### src/rtl/dmem_arbiter_if.sv
// Shared data-memory bus: two requester ports plus the single memory port.
// The arbiter takes the slave view; requesters and memory sit on the master side.
interface dmem_arbiter_if #(
  parameter int DM_ADDRESS = 9,
  parameter int DATA_W     = 32
);
  logic                  p0_req;
  logic                  p0_we;
  logic [DM_ADDRESS-1:0] p0_addr;
  logic [DATA_W-1:0]     p0_wdata;
  logic [2:0]            p0_funct3;
  logic                  p0_gnt;
  logic                  p0_rvalid;
  logic [DATA_W-1:0]     p0_rdata;
  logic                  p0_err;

  logic                  p1_req;
  logic                  p1_we;
  logic [DM_ADDRESS-1:0] p1_addr;
  logic [DATA_W-1:0]     p1_wdata;
  logic [2:0]            p1_funct3;
  logic                  p1_gnt;
  logic                  p1_rvalid;
  logic [DATA_W-1:0]     p1_rdata;
  logic                  p1_err;

  logic                  MemRead;
  logic                  MemWrite;
  logic [DM_ADDRESS-1:0] a;
  logic [DATA_W-1:0]     wd;
  logic [2:0]            Funct3;
  logic [DATA_W-1:0]     rd;

  modport slave (
    input  p0_req, p0_we, p0_addr, p0_wdata, p0_funct3,
    output p0_gnt, p0_rvalid, p0_rdata, p0_err,
    input  p1_req, p1_we, p1_addr, p1_wdata, p1_funct3,
    output p1_gnt, p1_rvalid, p1_rdata, p1_err,
    output MemRead, MemWrite, a, wd, Funct3,
    input  rd
  );

  modport master (
    output p0_req, p0_we, p0_addr, p0_wdata, p0_funct3,
    input  p0_gnt, p0_rvalid, p0_rdata, p0_err,
    output p1_req, p1_we, p1_addr, p1_wdata, p1_funct3,
    input  p1_gnt, p1_rvalid, p1_rdata, p1_err,
    input  MemRead, MemWrite, a, wd, Funct3,
    output rd
  );
endinterface

### src/rtl/dmem_arbiter.sv
// Round-robin arbiter for the shared data-memory port, with alignment
// checking and a registered one-cycle response per requester.
module dmem_arbiter #(
  parameter int DM_ADDRESS = 9,
  parameter int DATA_W     = 32
) (
  input  logic           clk,
  input  logic           rst_n,
  dmem_arbiter_if.slave  bus
);

  logic [1:0]            w_req;
  logic                  w_any;
  logic                  w_win;
  logic                  w_we;
  logic [DM_ADDRESS-1:0] w_addr;
  logic [DATA_W-1:0]     w_wdata;
  logic [2:0]            w_f3;
  logic                  w_ok;
  logic                  w_go;
  logic                  w_v0;
  logic                  w_v1;

  logic                  r_last;
  logic                  r_vld;
  logic                  r_port;
  logic                  r_err;
  logic [DATA_W-1:0]     r_data;

  function automatic logic f_legal(
    input logic       we,
    input logic [2:0] f3,
    input logic [1:0] lo
  );
    logic ok;
    case (f3)
      3'b000:  ok = 1'b1;
      3'b100:  ok = ~we;
      3'b001:  ok = ~lo[0];
      3'b101:  ok = ~we & ~lo[0];
      3'b010:  ok = (lo == 2'b00);
      default: ok = 1'b0;
    endcase
    return ok;
  endfunction

  assign w_req = {bus.p1_req, bus.p0_req};
  // Requests are ignored while reset is held.
  assign w_any = rst_n & (|w_req);
  assign w_win = (w_req == 2'b11) ? ~r_last : w_req[1];

  assign w_we    = w_win ? bus.p1_we     : bus.p0_we;
  assign w_addr  = w_win ? bus.p1_addr   : bus.p0_addr;
  assign w_wdata = w_win ? bus.p1_wdata  : bus.p0_wdata;
  assign w_f3    = w_win ? bus.p1_funct3 : bus.p0_funct3;

  assign w_ok = f_legal(w_we, w_f3, w_addr[1:0]);
  assign w_go = w_any & w_ok;

  assign bus.p0_gnt = w_any & ~w_win;
  assign bus.p1_gnt = w_any & w_win;

  assign bus.MemRead  = w_go & ~w_we;
  assign bus.MemWrite = w_go & w_we;
  assign bus.a        = w_any ? w_addr  : '0;
  assign bus.wd       = w_any ? w_wdata : '0;
  assign bus.Funct3   = w_any ? w_f3    : '0;

  always_ff @(posedge clk) begin
    if (!rst_n) begin
      r_last <= 1'b1;
      r_vld  <= 1'b0;
      r_port <= 1'b0;
      r_err  <= 1'b0;
      r_data <= '0;
    end else begin
      r_vld <= w_any;
      if (w_any) begin
        r_last <= w_win;
        r_port <= w_win;
        r_err  <= ~w_ok;
        r_data <= (w_ok & ~w_we) ? bus.rd : '0;
      end
    end
  end

  // A response pending when reset arrives is dropped.
  assign w_v0 = rst_n & r_vld & ~r_port;
  assign w_v1 = rst_n & r_vld & r_port;

  assign bus.p0_rvalid = w_v0;
  assign bus.p1_rvalid = w_v1;
  assign bus.p0_rdata  = w_v0 ? r_data : '0;
  assign bus.p1_rdata  = w_v1 ? r_data : '0;
  assign bus.p0_err    = w_v0 & r_err;
  assign bus.p1_err    = w_v1 & r_err;

endmodule
### src/flat_wrapper.sv
// flat-port wrapper written by rule: the top's interface ports become plain ports
module dmem_arbiter_flat 
#(
  parameter int DM_ADDRESS = 9,
  parameter int DATA_W     = 32
)
  (clk, rst_n, bus_p0_req, bus_p0_we, bus_p0_addr, bus_p0_wdata, bus_p0_funct3, bus_p0_gnt, bus_p0_rvalid, bus_p0_rdata, bus_p0_err, bus_p1_req, bus_p1_we, bus_p1_addr, bus_p1_wdata, bus_p1_funct3, bus_p1_gnt, bus_p1_rvalid, bus_p1_rdata, bus_p1_err, bus_MemRead, bus_MemWrite, bus_a, bus_wd, bus_Funct3, bus_rd);
  dmem_arbiter_if #(.DM_ADDRESS(DM_ADDRESS), .DATA_W(DATA_W)) bus_i ();
  input  logic clk;
  input  logic rst_n;
  input wire logic [$bits(bus_i.p0_req)-1:0] bus_p0_req;
  input wire logic [$bits(bus_i.p0_we)-1:0] bus_p0_we;
  input wire logic [$bits(bus_i.p0_addr)-1:0] bus_p0_addr;
  input wire logic [$bits(bus_i.p0_wdata)-1:0] bus_p0_wdata;
  input wire logic [$bits(bus_i.p0_funct3)-1:0] bus_p0_funct3;
  output wire logic [$bits(bus_i.p0_gnt)-1:0] bus_p0_gnt;
  output wire logic [$bits(bus_i.p0_rvalid)-1:0] bus_p0_rvalid;
  output wire logic [$bits(bus_i.p0_rdata)-1:0] bus_p0_rdata;
  output wire logic [$bits(bus_i.p0_err)-1:0] bus_p0_err;
  input wire logic [$bits(bus_i.p1_req)-1:0] bus_p1_req;
  input wire logic [$bits(bus_i.p1_we)-1:0] bus_p1_we;
  input wire logic [$bits(bus_i.p1_addr)-1:0] bus_p1_addr;
  input wire logic [$bits(bus_i.p1_wdata)-1:0] bus_p1_wdata;
  input wire logic [$bits(bus_i.p1_funct3)-1:0] bus_p1_funct3;
  output wire logic [$bits(bus_i.p1_gnt)-1:0] bus_p1_gnt;
  output wire logic [$bits(bus_i.p1_rvalid)-1:0] bus_p1_rvalid;
  output wire logic [$bits(bus_i.p1_rdata)-1:0] bus_p1_rdata;
  output wire logic [$bits(bus_i.p1_err)-1:0] bus_p1_err;
  output wire logic [$bits(bus_i.MemRead)-1:0] bus_MemRead;
  output wire logic [$bits(bus_i.MemWrite)-1:0] bus_MemWrite;
  output wire logic [$bits(bus_i.a)-1:0] bus_a;
  output wire logic [$bits(bus_i.wd)-1:0] bus_wd;
  output wire logic [$bits(bus_i.Funct3)-1:0] bus_Funct3;
  input wire logic [$bits(bus_i.rd)-1:0] bus_rd;
  assign bus_i.p0_req = bus_p0_req;
  assign bus_i.p0_we = bus_p0_we;
  assign bus_i.p0_addr = bus_p0_addr;
  assign bus_i.p0_wdata = bus_p0_wdata;
  assign bus_i.p0_funct3 = bus_p0_funct3;
  assign bus_p0_gnt = bus_i.p0_gnt;
  assign bus_p0_rvalid = bus_i.p0_rvalid;
  assign bus_p0_rdata = bus_i.p0_rdata;
  assign bus_p0_err = bus_i.p0_err;
  assign bus_i.p1_req = bus_p1_req;
  assign bus_i.p1_we = bus_p1_we;
  assign bus_i.p1_addr = bus_p1_addr;
  assign bus_i.p1_wdata = bus_p1_wdata;
  assign bus_i.p1_funct3 = bus_p1_funct3;
  assign bus_p1_gnt = bus_i.p1_gnt;
  assign bus_p1_rvalid = bus_i.p1_rvalid;
  assign bus_p1_rdata = bus_i.p1_rdata;
  assign bus_p1_err = bus_i.p1_err;
  assign bus_MemRead = bus_i.MemRead;
  assign bus_MemWrite = bus_i.MemWrite;
  assign bus_a = bus_i.a;
  assign bus_wd = bus_i.wd;
  assign bus_Funct3 = bus_i.Funct3;
  assign bus_i.rd = bus_rd;
  dmem_arbiter #(.DM_ADDRESS(DM_ADDRESS), .DATA_W(DATA_W)) u_core (.clk(clk), .rst_n(rst_n), .bus(bus_i));
endmodule
### config.mk
export PLATFORM = sky130hd
export DESIGN_NAME = dmem_arbiter_flat
export DESIGN_NICKNAME = d
export VERILOG_FILES = /design/src/rtl/dmem_arbiter_if.sv /design/src/rtl/dmem_arbiter.sv /design/src/flat_wrapper.sv
export SDC_FILE = /design/constraint.sdc
export NUM_CORES = 1
export LEC_CHECK = 0
export ABC_AREA = 1
export CAP_MARGIN = 20
export CORE_AREA = 2 2 94 96
export CTS_CLUSTER_SIZE = 40
export DETAILED_ROUTE_END_ITERATION = 10
export DIE_AREA = 0 0 96 98
export DONT_BUFFER_PORTS = 1
export GPL_TIMING_DRIVEN = 1
export PLACE_DENSITY = 0.52
export SETUP_SLACK_MARGIN = 0.4
export SLEW_MARGIN = 20
export SYNTH_ARGS = -nofsm -noshare
export SYNTH_HDL_FRONTEND = slang
export SYNTH_SLANG_ARGS = --single-unit
### constraint.sdc
create_clock -name clk -period 1.7 [get_ports clk]
set_input_delay 0.17 -clock clk [delete_from_list [all_inputs] [get_ports clk]]
set_output_delay 0.17 -clock clk [all_outputs]
set_load 0.005 [all_outputs]
==> impl_metrics.tcl, run 1 <==
set metrics [dict create \
    synth_area_leaders "dfxtp_1 (31%), a22o_1 (15%), nor2_1 (12%), nand4_1 (8.7%), a21oi_1 (8.5%)" \
    clock-sinks 36 \
    vdd_drop_max_uv 272 \
    synth_edf_count 0 \
    cts-root-buf "clkbuf_8" \
    status "finished with violations" \
    syn_to_final_growth_pct 62.5 \
    totalPowerFinal_uw 2480 \
    htree_levels 2 \
    slowest_delay_ps 340 \
    synthFlopType "dfxtp_1" \
    grt_usage 0.208 \
    r2r_setup_slack_ps 30 \
    core_um2 8470 \
    cts_buffer_depth 2 \
    report.final.slew_viol_count 0 \
    hp-class "in2reg" \
    fin_nets 493 \
    async_reset_ff_frac 0 \
    cts_tree "yes" \
    final_area_um2 3740 \
    wl_per_cell_um 22.4 \
    critPathLaunchType "flip-flop" \
    clk_latency_ps 290 \
    synth_seq_cells 36 \
    critPathKind "reg2out" \
    netlist.area_leader.share 0.313 \
    drc 0 \
    fmax_mhz 582 \
    ant_nets 0 \
    io_pins 242 \
    die_w_um 96 \
    yosys_warnings 0 \
    slew_headroom 0.528 \
    syn_area_um2 2300 \
    rsz0062_at_grt "yes" \
    dpl-instance-area_um2 2440 \
    cp_max_fo 8 \
    avgSynthCellArea_um2 6.52 \
    hold_viol_final 0 \
    drtIter0Drc 97 \
    p_leak_uw 0.00113 \
    failed_checks "negative setup slack" \
    power_density_nw_per_um2 664 \
    dieHeight_um 98 \
    yosys.area.top_type "dfxtp_1" \
    vias 2663 \
    synth.most_common_cell "nor2_1" \
    max-cap-violations 0 \
    synth_cells 353 \
    setup_viol 2 \
    place_ws_ps 170 \
    synth_common_cells "nor2_1 (73), nand2_1 (49), a21oi_1 (39), a22o_1 (39), inv_1 (37)" \
    core.rowCount 34 \
    cts_buffers 5 \
    synth.net_count 479 \
    overflow 0 \
    antenna_found_initial 1 \
    path_cells "nand2_4 -> nand2_8 -> nand2_4 -> nand2_2 -> nand2_1 -> nand3_1 -> nand2_2 -> buf_12 -> nand2_8 -> nor2_4" \
    drt-total-wl_um 10700 \
    seq_area_frac_synth 0.313 \
    fin_ws_ps -17.0 \
    synth_cell_type_count 20 \
    place_hpwl_um 6450 \
    min_period_over_period 1.01 \
    cp.arrival_ps 1550 \
    dieArea_um2 9410 \
    cp_slowest_cell "dfxtp_2" \
    drive_gt1_frac 0.416 \
    path_delay_family "simple AND/OR/NAND/NOR gates" \
    tightest_slew_ps 707 \
    clk_pin_slew_ps 70 \
    critical_path_buf_inv_count 1 \
    min_period_ps 1720 \
    start_util 0.272 \
    routed_via_density 5.58 \
    grt_pass1_wl_um 14500 \
    portBuffers 0 \
    grt_pass1_vias 2502 \
    end_kind "output pin" \
    crit_required_ps 1530 \
    gp_congestion 0.866 \
    grt_max_degree 42 \
    dr.pass1.iters 4 \
    finClkSkew_ps 6.48 \
]
-- logic make-up after synthesis --
kind of cell    after synthesis  share of synthesized area
compound gates               82                      0.243
buf+inv                      71                      0.133
flops                        36                      0.313
simple gates                164                      0.311
-- repair_timing --
action                                  4_1_cts  5_1_grt
cloned                                       10        1
buffers inserted                             13        4
gates resized for setup                     186       22
endpoints found under the hold margin         1        0
pin swaps                                    15       13
hold buffers                                  1        0
endpoints found under the setup margin      144      148
-- power breakdown --
group	switching [uW]	total [uW]	internal [uW]
Clock	329	847	518
Combinational	438	746	309
Sequential	17.0	891	874
-- layer usage --
metal | GRT usage | up-vias | part of all wire
li1 | - | 1220 | -
met1 | 0.239 | 1283 | 0.39
met2 | 0.373 | 146 | 0.52
met3 | 0.0571 | 14 | 0.076
met4 | 0.0527 | 0 | 0.014
met5 | 0 | - | 0
-- area by class of cell --
cell class,instances,area [um2]
clock inverters,1,30.0
multi-input cells,246,1960
flip-flops and latches,36,724
fillers,798,4720
inverters,40,169
well taps,108,135
repair buffers,34,558
repair inverters,4,65.1
diodes,1,2.50
clock buffers,7,96.3
-- worst paths after layout --
| check | from | to | cells after the start |
|---|---|---|---|
| max | u_core.r_last$_SDFFE_PN1P_ | bus_MemWrite | 10 |
| min | bus_p1_req | u_core.r_last$_SDFFE_PN1P_ | 2 |
| max reg2reg | u_core.r_last$_SDFFE_PN1P_ | u_core.r_data[21]$_SDFFE_PN0P_ | 12 |
| min reg2reg | u_core.r_data[17]$_SDFFE_PN0P_ | u_core.r_data[17]$_SDFFE_PN0P_ | 2 |
-- per-stage QoR --
stage | TNS (ps) | util | std cells | hold slack [ps]
final | -25.1 | 0.442 | 477 | 13.3
after global routing | -1370 | 0.442 | 477 | 9.79
after CTS | -1.96 | 0.427 | 471 | 2.95
after detailed placement | 0 | 0.289 | 439 | 254
after global placement | 0 | 0.289 | 439 | 247
after floorplan | 0 | - | 353 | 239
-- sequential cells by signal, indices dropped and copies added, names as in the netlist --
signal and flops:
u_core.r_vld 1, u_core.r_port 1, u_core.r_data 32, u_core.r_last 1
u_core.r_err 1
-- placed cells by master, fill, tap and decap left out, types with 2 or more instances in the layout --
cell type	synthesis	layout
clkbuf_8	0	7
buf_6	3	10
buf_12	0	10
nor2_2	0	2
nand2_2	2	7
a22o_4	0	3
nor2_1	73	2
inv_1	37	35
nand2_8	0	2
buf_16	0	6
nand3_1	6	6
a21oi_2	0	9
inv_4	0	2
inv_2	3	2
nand2_1	49	38
buf_4	1	6
a21oi_1	39	30
inv_12	0	3
nand4_1	32	32
dfxtp_2	0	3
nand2_4	1	5
dfxtp_1	36	33
nor2_4	0	69
a22o_1	39	36
No activity file was read; power rests on OpenSTA's default activity.
==> run 2: changes to the inputs <==
--- a/config.mk
+++ b/config.mk
@@ -14,7 +14,7 @@
 export DONT_BUFFER_PORTS = 1
 export GPL_TIMING_DRIVEN = 1
 export PLACE_DENSITY = 0.52
-export SETUP_SLACK_MARGIN = 0.4
+export SETUP_SLACK_MARGIN = 0.2
 export SLEW_MARGIN = 20
 export SYNTH_ARGS = -nofsm -noshare
 export SYNTH_HDL_FRONTEND = slang
==> impl_metrics.tcl, run 2 (synthesized netlist as in run 1, its figures left out) <==
set metrics [dict create \
    critPathKind "reg2out" \
    wl_per_cell_um 19.7 \
    crit_required_ps 1530 \
    cp_slowest_cell "dfxtp_2" \
    clk_pin_slew_ps 70 \
    drtIter0Drc 105 \
    hp-class "in2reg" \
    htree_levels 2 \
    grt_max_degree 42 \
    hold_viol_final 0 \
    tightest_slew_ps 667 \
    routed_via_density 5.56 \
    antenna_found_initial 0 \
    grt_pass1_wl_um 11400 \
    max-cap-violations 0 \
    rsz0062_at_grt "yes" \
    gp_congestion 0.974 \
    place_hpwl_um 6070 \
    path_cells "nand2_4 -> nand2_8 -> nor2_2 -> buf_12 -> a22o_1" \
    min_period_over_period 0.956 \
    fmax_mhz 615 \
    mostFrequentLayoutCells "nand2_1 (39), nor2_4 (37), a21oi_1 (36)" \
    status "finished clean" \
    fin_setup_tns_ps 0 \
    vdd_drop_max_uv 312 \
    totalPowerFinal_uw 2220 \
    clk_latency_ps 280 \
    io_pins 242 \
    grt_pass1_vias 2091 \
    cts-root-buf "clkbuf_8" \
    core_um2 8470 \
    cts_buffers 5 \
    critPathLaunchType "flip-flop" \
    clock-sinks 36 \
    largest_reg_flops 32 \
    drive_gt1_frac 0.338 \
    final_util 0.376 \
    core.rowCount 34 \
    min_period_ps 1620 \
    slowest_delay_ps 340 \
    grt_usage 0.155 \
    finClkSkew_ps 2.66 \
    cts_buffer_depth 2 \
    portBuffers 0 \
    p_leak_uw 0.000971 \
    power_density_nw_per_um2 698 \
    dr.pass1.iters 4 \
    layout_commonest_cell "nand2_1" \
    fin_hold_ws_ps 24.5 \
    cp_max_fo 41 \
    vias 2541 \
    dieHeight_um 98 \
    setup_viol 0 \
    cts_tree "yes" \
    cp.arrival_ps 1450 \
    die_w_um 96 \
    overflow 0 \
    dieArea_um2 9410 \
    report.final.slew_viol_count 0 \
    slew_headroom 0.555 \
    start_util 0.272 \
    fin_nets 474 \
    drc 0 \
    syn_to_final_growth_pct 38.4 \
    diodes 0 \
    ant_nets 0 \
    drt-total-wl_um 8990 \
    top_register "u_core.r_data" \
    end_kind "output pin" \
]
==> run 2: through the flow <==
step / std cells / setup WS, ps / area [um2]
floorplan: 353 / 299 / 2300
global placement: 441 / 172 / 2440
detailed placement: 441 / 188 / 2440
CTS: 451 / 90.9 / 2640
global route: 457 / -38.0 / 3190
finish: 457 / 75.3 / 3190
==> run 2: metal layers <==
metal / part of all wire / track usage / vias to the layer above
li1: - / - / 1177
met1: 0.42 / 0.213 / 1212
met2: 0.47 / 0.232 / 143
met3: 0.099 / 0.0563 / 9
met4: 0.010 / 0.0297 / 0
met5: 0 / 0 / -
==> run 2: layout make-up <==
class	instances	area, um2
Multi-Input combinational cell	246	1760
Clock inverter	2	35.0
Clock buffer	6	72.6
Sequential cell	36	724
Fill cell	910	5280
Timing Repair Buffer	19	300
Inverter	40	158
Tap cell	108	135
==> run 2: worst paths after layout <==
kind,start,endpoint,slack (ps),cells past startpoint
worst max-delay path,u_core.r_last$_SDFFE_PN1P_,bus_a[8],80,5
worst min-delay path,bus_p1_req,u_core.r_last$_SDFFE_PN1P_,20,2
worst min register to register,u_core.r_data[17]$_SDFFE_PN0P_,u_core.r_data[17]$_SDFFE_PN0P_,470,2
worst max register to register,u_core.r_last$_SDFFE_PN1P_,u_core.r_data[31]$_SDFFE_PN0P_,120,11
==> run 2: what timing repair did <==
action | in CTS | in global routing
gates cloned | 0 | 4
endpoints found under the setup margin | 138 | 137
endpoints found under the hold margin | 1 | 0
hold buffers | 1 | 0
pin swaps | 5 | 21
resized for setup | 19 | 121
setup buffers | 1 | 2
==> run 2: critical path, delay by kind of cell (launching register included) <==
family                 cells  cell delay [ps]
and+or+nand+nor            3              360
DFF                        1              340
AOI/OAI and AO/OA          1              230
buffers and inverters      1              220
==> run 2: where the power goes <==
part / total [uW] / leakage [uW] / internal [uW] / switching (uW)
registers: 892 / 0.000292 / 874 / 17.7
clock network: 752 / 0.0000552 / 436 / 316
logic: 581 / 0.000624 / 220 / 360
==> run 3: changes to the inputs <==
--- a/config.mk
+++ b/config.mk
@@ -5,7 +5,6 @@
 export SDC_FILE = /design/constraint.sdc
 export NUM_CORES = 1
 export LEC_CHECK = 0
-export ABC_AREA = 1
 export CAP_MARGIN = 20
 export CORE_AREA = 2 2 94 96
 export CTS_CLUSTER_SIZE = 40
@@ -13,7 +12,7 @@
 export DIE_AREA = 0 0 96 98
 export DONT_BUFFER_PORTS = 1
 export GPL_TIMING_DRIVEN = 1
-export PLACE_DENSITY = 0.52
+export PLACE_DENSITY = 0.5
 export SETUP_SLACK_MARGIN = 0.2
 export SLEW_MARGIN = 20
 export SYNTH_ARGS = -nofsm -noshare
==> constraint.sdc (replaced) <==
create_clock -name clk -period 1.7 [get_ports clk]
set_input_delay 0.17 -clock clk [delete_from_list [all_inputs] [get_ports clk]]
set_output_delay 0.17 -clock clk [all_outputs]
set_load 0.02 [all_outputs]
==> impl_metrics.tcl, run 3 <==
set metrics [dict create \
    overflow 0 \
    grt_max_degree 34 \
    drc 0 \
    cts_buffers 5 \
    grt.busiest_layer "met2" \
    hold_viol_final 0 \
    synth_edf_count 0 \
    syn_area_um2 2190 \
    netlist.area_leader.share 0.329 \
    nFillCells 773 \
    gp_congestion 0.679 \
    place_hpwl_um 5210 \
    htree_levels 2 \
    diodes 0 \
    setup_viol 1 \
    slew_headroom 0.614 \
    min_period_ps 1700 \
    syn_to_final_growth_pct 73.4 \
    tightest_slew_ps 574 \
    vdd_drop_max_uv 408 \
    synth_common_cells "and2_1 (66), a22o_1 (63), dfxtp_1 (36), nand2_1 (15), clkbuf_1 (14)" \
    crit_top_cell "buf_12" \
    start_util 0.258 \
    cp_slowest_cell "dfxtp_2" \
    largest_reg_flops 32 \
    report.final.slew_viol_count 0 \
    synth_cells 245 \
    cts_buffer_depth 2 \
    portBuffers 0 \
    slowest_delay_ps 370 \
    synth_top_family_by_area "compound AO/OA/AOI/OAI gates" \
    drtIter0Drc 99 \
    routed_via_density 5.60 \
    critPathKind "reg2out" \
    dieHeight_um 98 \
    seq_area_frac_synth 0.329 \
    end_kind "output pin" \
    cp_max_fo 5 \
    top_register "u_core.r_data" \
    finClkSkew_ps 3.65 \
    fmax_mhz 588 \
    cts_tree "yes" \
    max-cap-violations 0 \
    grtUsageMet1 0.192 \
    synth_xor_area_frac 0 \
    final_util 0.448 \
    synth_area_leaders "dfxtp_1 (33%), a22o_1 (25%), and2_1 (19%), a22o_2 (4.1%), nand2_1 (2.6%)" \
    synthFlopType "dfxtp_1" \
    critical_path_buf_inv_count 3 \
    fin_ws_ps -1.40 \
    grt_use_met2 0.298 \
    core_um2 8470 \
    cts-root-buf "clkbuf_8" \
    io_pins 242 \
    path_delay_family "buffers and inverters" \
    core.rowCount 34 \
    ant_nets 0 \
    synth_compound_area_frac 0.363 \
    synth.mux.area_fraction 0 \
    p_leak_uw 0.00161 \
    drt-total-wl_um 9500 \
    gr-usage-met3 0.0363 \
    die_w_um 96 \
    clk_pin_slew_ps 80 \
    place_ws_ps 141 \
    clk_latency_ps 280 \
    yosys.area.top_type "dfxtp_1" \
    dieArea_um2 9410 \
    path_cells "a21boi_4 -> and2_4 -> buf_12 -> buf_12 -> buf_16 -> a22o_4" \
    layout_commonest_cell "and2_4" \
    critPathLaunchType "flip-flop" \
    cp.arrival_ps 1530 \
    power_density_nw_per_um2 602 \
    mostFrequentLayoutCells "and2_4 (41), a22o_4 (39), dfxtp_1 (33)" \
    hp-class "in2reg" \
    crit_required_ps 1530 \
    yosys_warnings 0 \
    status "finished with violations" \
    grt_usage 0.168 \
    drive_gt1_frac 0.646 \
    antenna_found_initial 0 \
    failed_checks "negative setup slack" \
    min_period_over_period 1.00 \
    grt_pass1_vias 2098 \
    synth.net_count 371 \
    wl_per_cell_um 24.2 \
    vias 2200 \
    synth.most_common_cell "and2_1" \
    fin_nets 410 \
    synthSimpleGateAreaFrac 0.242 \
    avgSynthCellArea_um2 8.93 \
    synthAdderAreaFrac 0 \
    synth_seq_cells 36 \
    dr.pass1.iters 4 \
    rsz0062_at_grt "yes" \
    synth_cell_type_count 27 \
    grt_pass1_wl_um 11900 \
    async_reset_ff_frac 0 \
    clock-sinks 36 \
]
-- run 3: through the flow --
step / hold slack (ps) / area (um2) / TNS, ps / total power (uW) / cells
4_1_cts: 0.0775 / 3450 / -673 / 2220 / 370
6_report: 14.2 / 3790 / -1.40 / 2280 / 393
3_5_place_dp: 241 / 2340 / 0 / 1320 / 337
3_3_place_gp: 236 / 2340 / 0 / 1310 / 337
5_1_grt: -1.94 / 3790 / -2580 / 2390 / 393
2_1_floorplan: 232 / 2190 / 0 / 1250 / 245
-- run 3: logic make-up (layout without fill, tap and decap cells) --
logic type / after synthesis / count (layout)
AO/OA/AOI/OAI: 91 / 91
buffers and inverters: 27 / 67
flip-flops: 36 / 36
AND/OR/NAND/NOR: 91 / 91
-- run 3: where the power goes --
group	leakage [uW]	switching (uW)	internal [uW]
clock	0.0000424	317	293
sequential	0.000293	26.9	875
combinational	0.00127	369	402
total	0.00161	712	1570
-- run 3: timing repair --
item,4_1_cts,5_1_grt
hold buffers,1,14
setup endpoints to repair,107,124
resized for setup,188,11
buffers inserted,16,3
pin swaps,14,8
cloned,8,6
endpoints found under the hold margin,1,14
-- run 3: worst reg2reg max path: cells and delay by family, from the launching register on --
family                 cells  cell delay, ps
AO/OA/AOI/OAI              4             730
buffers and inverters      2             350
flip-flops                 1             350
-- run 3: layout make-up --
class                           instances  area (um2)  share of cell area
Multi-Input combinational cell        182        1910               0.503
Timing Repair Buffer                   56         930               0.245
Sequential cell                        36         724               0.191
Tap cell                              108         135              0.0356
Clock buffer                            7        76.3              0.0201
Inverter                                3        11.3             0.00297
Clock inverter                          1        8.76             0.00231
-- run 3: worst paths after layout --
kind | startpoint | endpoint | slack (ps) | depth (start not counted)
setup reg to reg | u_core.r_last$_SDFFE_PN1P_ | u_core.r_data[19]$_SDFFE_PN0P_ | 190 | 6
hold / removal | bus_rd[31] | u_core.r_data[31]$_SDFFE_PN0P_ | 10 | 1
setup / recovery | u_core.r_last$_SDFFE_PN1P_ | bus_wd[31] | -1 | 6
hold reg to reg | u_core.r_data[31]$_SDFFE_PN0P_ | u_core.r_data[31]$_SDFFE_PN0P_ | 500 | 1
-- run 3: per-layer routing --
metal,wire length (um),up-vias
met1,3530,1051
met5,0,-
li1,-,974
met3,714,17
met2,5010,158
met4,234,0
